### config.mk
export PLATFORM = sky130hd
export DESIGN_NAME = pipeline_stall_ctrl
export DESIGN_NICKNAME = d
export VERILOG_FILES = /design/src/rtl/pipeline_stall_ctrl.sv
export SDC_FILE = /design/constraint.sdc
export NUM_CORES = 1
export LEC_CHECK = 0
export CORE_UTILIZATION = 42
export DETAILED_ROUTE_END_ITERATION = 8
export GPL_ROUTABILITY_DRIVEN = 0
export PLACE_DENSITY = 0.74
export SETUP_SLACK_MARGIN = 0.15
export SYNTH_ARGS = -nofsm -noshare
export SYNTH_HDL_FRONTEND = slang
export SYNTH_SLANG_ARGS = --single-unit
### constraint.sdc
create_clock -name i_clk -period 1.75 [get_ports i_clk]
set_input_delay 0.2625 -clock i_clk [delete_from_list [all_inputs] [get_ports i_clk]]
set_output_delay 0.2625 -clock i_clk [all_outputs]
set_load 0.1 [all_outputs]
### src/rtl/pipeline_stall_ctrl.sv
`timescale 1ns/1ps
// Pipeline stage-buffer sequencer: enables/flushes for IF/ID/EX from hazard, mul/div and debug inputs.
// Optional STALL_PERF_CNT_EN macro adds saturating stall/flush performance counters.
module pipeline_stall_ctrl #(
  parameter int unsigned INIT_CYCLES     = 2,
  parameter int unsigned LU_STALL_CYCLES = 1,
  parameter int unsigned MD_TIMEOUT      = 64
) (
  input  logic        i_clk,
  input  logic        i_rst_n,
  input  logic        i_branch_miss,
  input  logic        i_load_use,
  input  logic        i_muldiv_start,
  input  logic        i_muldiv_done,
  input  logic        i_halt_req,
  input  logic        i_resume,
  output logic        o_fetch_buff_en,
  output logic        o_decode_buff_en,
  output logic        o_exec_buff_en,
  output logic        o_id_flush,
  output logic        o_ex_flush,
  output logic [2:0]  o_state,
  output logic        o_md_timeout
`ifdef STALL_PERF_CNT_EN
  ,
  output logic [31:0] o_perf_lu_stalls,
  output logic [31:0] o_perf_md_stalls,
  output logic [31:0] o_perf_flushes
`endif
);

  localparam int unsigned INIT_W = (INIT_CYCLES > 1) ? $clog2(INIT_CYCLES) : 1;
  localparam int unsigned LU_W   = (LU_STALL_CYCLES > 1) ? $clog2(LU_STALL_CYCLES) : 1;
  localparam int unsigned WD_W   = (MD_TIMEOUT > 1) ? $clog2(MD_TIMEOUT) : 1;

  localparam logic [INIT_W-1:0] INIT_LAST = INIT_W'(INIT_CYCLES - 1);
  localparam logic [LU_W-1:0]   LU_LOAD   = LU_W'(LU_STALL_CYCLES - 1);
  localparam logic [WD_W-1:0]   WD_LAST   = WD_W'(MD_TIMEOUT - 1);

  typedef enum logic [2:0] {
    INIT     = 3'd0,
    RUN      = 3'd1,
    LU_STALL = 3'd2,
    MD_WAIT  = 3'd3,
    HALT     = 3'd4
  } state_e;

  state_e            state;
  logic [INIT_W-1:0] init_cnt;
  logic [LU_W-1:0]   lu_cnt;
  logic [WD_W-1:0]   wd_cnt;

  assign o_state = state;

  always_comb begin
    o_fetch_buff_en  = 1'b0;
    o_decode_buff_en = 1'b0;
    o_exec_buff_en   = 1'b0;
    o_id_flush       = 1'b0;
    o_ex_flush       = 1'b0;
    o_md_timeout     = 1'b0;
    case (state)
      INIT: begin
        o_id_flush = 1'b1;
        o_ex_flush = 1'b1;
      end
      RUN, LU_STALL: begin
        o_fetch_buff_en  = 1'b1;
        o_decode_buff_en = 1'b1;
        o_exec_buff_en   = 1'b1;
        if (i_branch_miss) begin
          o_id_flush = 1'b1;
          o_ex_flush = 1'b1;
        end else if (state == LU_STALL || i_load_use) begin
          // Bubble: hold IF/ID, let EX advance with a flushed slot
          o_fetch_buff_en  = 1'b0;
          o_decode_buff_en = 1'b0;
          o_ex_flush       = 1'b1;
        end
      end
      MD_WAIT: begin
        if (i_muldiv_done) begin
          o_fetch_buff_en  = 1'b1;
          o_decode_buff_en = 1'b1;
          o_exec_buff_en   = 1'b1;
        end else if (wd_cnt == WD_LAST) begin
          o_md_timeout = 1'b1;
        end
      end
      default: ;
    endcase
  end

  always_ff @(posedge i_clk or negedge i_rst_n) begin
    if (!i_rst_n) begin
      state    <= INIT;
      init_cnt <= '0;
      lu_cnt   <= '0;
      wd_cnt   <= '0;
    end else begin
      case (state)
        INIT: begin
          if (init_cnt == INIT_LAST) state <= RUN;
          else                       init_cnt <= init_cnt + 1'b1;
        end
        RUN: begin
          if (i_branch_miss) begin
            state <= RUN;
          end else if (i_load_use) begin
            lu_cnt <= LU_LOAD;
            if (LU_LOAD != '0) state <= LU_STALL;
          end else if (i_muldiv_start) begin
            wd_cnt <= '0;
            if (!i_muldiv_done) state <= MD_WAIT;
          end else if (i_halt_req) begin
            state <= HALT;
          end
        end
        LU_STALL: begin
          if (i_branch_miss) begin
            lu_cnt <= '0;
            state  <= RUN;
          end else begin
            if (lu_cnt != '0) lu_cnt <= lu_cnt - 1'b1;
            if (lu_cnt <= LU_W'(1)) state <= RUN;
          end
        end
        MD_WAIT: begin
          if (i_muldiv_done || wd_cnt == WD_LAST) state <= RUN;
          else                                    wd_cnt <= wd_cnt + 1'b1;
        end
        HALT: begin
          if (i_resume) state <= RUN;
        end
        default: state <= INIT;
      endcase
    end
  end

  a_no_branch_miss_in_md_wait: assert property (
    @(posedge i_clk) disable iff (!i_rst_n) (state == MD_WAIT) |-> !i_branch_miss
  );

`ifdef STALL_PERF_CNT_EN
  logic lu_bubble, md_cycle, flush_cycle;

  assign flush_cycle = (state == RUN || state == LU_STALL) && i_branch_miss;
  assign lu_bubble   = !i_branch_miss && ((state == RUN && i_load_use) || state == LU_STALL);
  assign md_cycle    = (state == MD_WAIT);

  always_ff @(posedge i_clk or negedge i_rst_n) begin
    if (!i_rst_n) begin
      o_perf_lu_stalls <= '0;
      o_perf_md_stalls <= '0;
      o_perf_flushes   <= '0;
    end else begin
      if (lu_bubble && o_perf_lu_stalls != '1)  o_perf_lu_stalls <= o_perf_lu_stalls + 1'b1;
      if (md_cycle && o_perf_md_stalls != '1)   o_perf_md_stalls <= o_perf_md_stalls + 1'b1;
      if (flush_cycle && o_perf_flushes != '1)  o_perf_flushes   <= o_perf_flushes + 1'b1;
    end
  end
`endif

endmodule

Word level (Yosys, flattened, before mapping). Cells that the tools add are included.

$add $sub $neg: 3. Magnitude comparators: 1. Eq/ne operators: 17. Multiplexer cells: 35. Reduce and logical (&&, ||, !) cells: 9.

Operator list (number): 3-bit 2-to-1 mux (10); 6-bit 2-to-1 mux (4); 2-bit != test, second input constant (8); 3-bit one-hot mux with 5 select lines (1); 1-bit 2-to-1 mux (14); 6-bit one-hot mux with 2 select lines (1); 1-bit one-hot mux with 2 select lines (5); 4-bit != test, second input constant (2); 7-bit AND reduction (1); 6-bit by 1-bit adder with 6-bit output, second input constant (1); 3-bit by 2-bit == test with 1-bit output, second input constant (2); 6-bit == test, second input constant (1); 5-bit AND reduction (1); 2-bit nonzero test (2); 3-bit by 1-bit == test with 1-bit output, second input constant (1); 3-bit == test, second input constant (1); 3-bit zero test (1); 3-bit by 2-bit != test with 1-bit output, second input constant (1); 3-bit != test, second input constant (1); 3-bit AND reduction (1); 1-bit logical OR (2); 2-bit OR reduction (1); 1-bit adder, second input constant (1); 1-bit <= comparator, second input constant (1); 1-bit subtractor, second input constant (1).

Bits in registers: 11. Output and inout bits: 9. Logic and storage cells: 69.

Longest topological paths before layout.
Depth in word-level cells: 5. Gate-level depth with buffers: 5. Mapped depth without buffers: 5.

Least setup slack after synthesis. Ideal clock, no wire load.

Path type: reg-to-output. Start: register state[1], in the netlist o_state[1]. End: output port o_fetch_buff_en. Arrival time: 6937 ps. Data required time: 1487 ps. Path slack: -5450 ps. Stages on the path, launching flop included: 5. Path buffers: 2. Cells stage by stage: dfrtp_1 > buf_2 > a21oi_1 > a2111oi_0 > buf_4.

Word-level cells in the longest chain between the ends: 5. Elaborated cells on any way between the ends: 8. Those cells by class: eq/ne (3); mux (3); reduce/logical (2).

Ends and longest elaborated chain: from (decl) (RTL line 48) `state_e state;`; from (signal assigned) (RTL line 96) `state <= INIT;`; from (signal assigned) (RTL line 103) `if (init_cnt == INIT_LAST) state <= RUN;`; from (signal assigned) (RTL line 108) `state <= RUN;`; 3-bit by 2-bit == test with 1-bit output; 1-bit logical OR (RTL line 74) `end else if (state == LU_STALL || i_load_use) begin`; 1-bit 2-to-1 mux (2 in series); 1-bit one-hot mux with 2 select lines *; to (decl) (RTL line 17) `output logic o_fetch_buff_en,`.

Every way passes the cells marked *; elsewhere a longest branch is shown, timed or not.

Worst setup path in the final report.
Start: register state[1], in the netlist o_state[1]. End: output port o_decode_buff_en.

Word-level cells in the longest chain between the ends: 5. Elaborated cells on any way between the ends: 8. Those cells by class: eq/ne (3); mux (3); reduce/logical (2).

Ends and longest elaborated chain: 3-bit by 2-bit == test with 1-bit output (RTL line 62, 74); 1-bit logical OR (RTL line 74); 1-bit 2-to-1 mux (RTL line 74); 1-bit 2-to-1 mux (RTL line 71) `if (i_branch_miss) begin`; 1-bit one-hot mux with 2 select lines * (RTL line 62) `case (state)`; to (decl) (RTL line 18) `output logic o_decode_buff_en,`.

Marks and branches as above.

==> summary.md <==
| Metric | Value |
|---|---|
| Clock latency on the worst-skew pair | `300 ps` |
| Crit start category | `flip-flop` |
| Iter 0 DRT Violations | `63` |
| Port Buffers | `16` |
| Min-Delay Path Class | `in2async` |
| Die height | `42.2 um` |
| Drt total wl | `4010 um` |
| Top FF cell, synth | `dfrtp_1` |
| Fin cells | `146` |
| Register-to-Register Path Depth | `5` |
| Ranking of synthesized cells by area | `dfrtp_1 (37%), nor2_1 (6.6%), a21oi_1 (5.9%), mux2i_1 (3.0%), nand3_1 (3.0%)` |
| Number of synthesized register bits | `10` |
| Die W | `42.2 um` |
| Slew @ Worst Pin | `515 ps` |
| Routed Antenna Nets | `0` |
| Post-Synthesis Cells | `77` |
| Library cells used by synthesis | `35` |
| Most frequent cell after synthesis | `nor2_1` |
| Crit path to | `o_decode_buff_en` |
| Clock slew at reported path FFs | `90 ps` |
| Clock Path Buffers | `2` |
| Dpl cells | `120` |
| Fill count | `21` |
| Syn. warnings | `0` |
| First-pass GRT wire length | `4470 um` |
| Share of post-route cells with drive strength above 1 | `0.662` |
| Pin count of the biggest net entering global routing | `11` |
| Initial Util | `0.450` |
| Fin. max-slew vios | `0` |
| Crit path time final | `1960 ps` |
| # diodes | `0` |
| Commonest cells post-synth | `nor2_1 (12), dfrtp_1 (10), a21oi_1 (8)` |
| Global route total overflow | `0` |
| Count of clock tree sinks | `10` |
| Hold_buf cts | `0` |
| Max-slew headroom | `0.656` |
| Sequential-to-total area share from yosys stat | `0.369` |
| Critical path startpoint | `o_state[1]` |
| Number of synthesized flops with an enable pin | `0` |
| Max rail drop VDD | `0.00162 V` |
| Dpl hpwl | `1330 um` |
| Final setup vio count | `8` |
| Max Cap Viol | `0` |
| Mapped Area | `678 um^2` |
| GR Util All Layers | `0.341` |
| Total CTS buffers | `3` |
| # rows | `14` |
| Failing checks | `setup timing` |
| CP Data Required Time | `1490 ps` |
| Crit Path Max Fanout | `5` |
| Syn nets | `86` |
| Yosys top cell area share | `0.369` |
| TritonCTS clock tree | `done` |
| Dominant cell type by area after synthesis | `dfrtp_1` |
| Root buffer cell | `clkbuf_4` |
| Drt drc | `0` |
| Worst r2r src | `wd_cnt[1]` |
| # H-tree levels | `1` |
| Final period util | `1.12` |
| Fmax | `511 MHz` |
| R2R Setup Slk | `-30 ps` |
| Avg Inst Size Synth | `8.81 um^2` |
| Vias | `1010` |
| Status | `finished, violations left` |
| Setup crit end kind | `output pin` |
| PwrDens | `2100 nW/um^2` |
| Setup ws final | `-208 ps` |
| Layout Nets | `140` |
| Static leakage | `0.644 nW` |
| Initial antenna violation count | `0` |
| Worst EP arrival | `1700 ps` |
| Post-DR vias/cell | `6.92` |
| CP Class | `reg2out` |
| Fin Clk Skew | `22.1 ps` |
| # IOs | `17` |
| Routed WL per cell | `27.5 um` |
| Die area | `1780 um^2` |
| Final Hold Viols | `0` |
| Area Growth Syn to Fin | `117%` |
| Drt pass-1 iters | `4` |
| Fin util | `0.977` |
| Area of the core | `1510 um^2` |
| R2r endpoint | `o_state[2]` |
| RSZ-0062 raised after global routing | `yes` |
| Pwr Total | `3.09 mW` |
| Vias in the first global route | `867` |
| Async set or reset register ratio after synthesis | `1.00` |
[how the worst min path moves through the flow]
stage | start | end
floorplan | i_rst_n | init_cnt
global placement | init_cnt | init_cnt
detailed placement | init_cnt | init_cnt
CTS | i_rst_n | wd_cnt[0]
global route | i_rst_n | wd_cnt[5]
finish | i_rst_n | o_state[1]
[routing by layer]
| metal | global-route usage | up-vias | routed length (um) |
|---|---|---|---|
| li1 | - | 392 | - |
| met1 | 0.442 | 474 | 1430 |
| met2 | 0.526 | 112 | 1850 |
| met3 | 0.0948 | 32 | 485 |
| met4 | 0.156 | 0 | 248 |
| met5 | 0 | - | 0 |
[layout make-up]
cell class	instances	area [um^2]	area share
timing repair buffer	53	572	0.389
multi-input combinational	60	571	0.388
sequential	10	262	0.178
clock buffer	4	36.3	0.0247
tap	16	20.0	0.0136
inverter	3	11.3	0.00765
[layout by cell type (no fill, tap or decap), types with 2 or more instances in the layout]
| master | netlist | final |
|---|---|---|
| a21oi_1 | 8 | 2 |
| a21oi_2 | 0 | 5 |
| a311o_2 | 1 | 2 |
| buf_12 | 0 | 9 |
| buf_4 | 2 | 27 |
| buf_6 | 0 | 8 |
| buf_8 | 0 | 2 |
| clkbuf_4 | 0 | 3 |
| clkdlybuf4s50_1 | 0 | 6 |
| dfrtp_1 | 10 | 7 |
| dfrtp_4 | 0 | 3 |
| inv_1 | 3 | 3 |
| nand2_1 | 4 | 2 |
| nand3_1 | 4 | 2 |
| nor2_1 | 12 | 6 |
| nor2_4 | 0 | 5 |
| o21a_1 | 2 | 2 |
[power by group]
group / switching [mW] / total [mW] / internal, mW
sequential: 0.130 / 0.451 / 0.320
clock: 0.106 / 0.233 / 0.127
combinational: 1.39 / 2.41 / 1.02
[registers in the layout (all words and copies together) (netlist names)]
signal	flops
wd_cnt	6
o_state	3
init_cnt	1
[stage by stage]
stage	setup slack [ps]	cell area (um^2)	TNS (ps)	hold slack, ps
finish	-208	1470	-686	294
global route	-217	1470	-792	332
CTS	-69.8	1330	-146	313
detailed placement	-94.6	1120	-645	459
global placement	-69.2	1120	-400	463
floorplan	-1000	777	-2340	-33.1
[worst max-delay path: stages, from the launching register on]
cell	delay, ps
dfrtp_4	530
nand2_4	110
nor2_4	50
a2111oi_4	320
buf_4	210
buf_12	170
[cells by family after synthesis]
kind of cell             synth area share
buffers and inverters              0.0535
multiplexers                       0.0461
flip-flops                          0.369
AND/OR/NAND/NOR                     0.277
AO/OA/AOI/OAI                       0.236
adder cells (fa/ha/maj)            0.0184
[timing repair]
| item | 4_1_cts | 5_1_grt |
|---|---|---|
| setup endpoints to repair | 14 | 16 |
| pin swaps | 9 | 7 |
| setup buffers | 13 | 9 |
| gates resized for setup | 22 | 17 |
(Power assumes the default switching activity.)
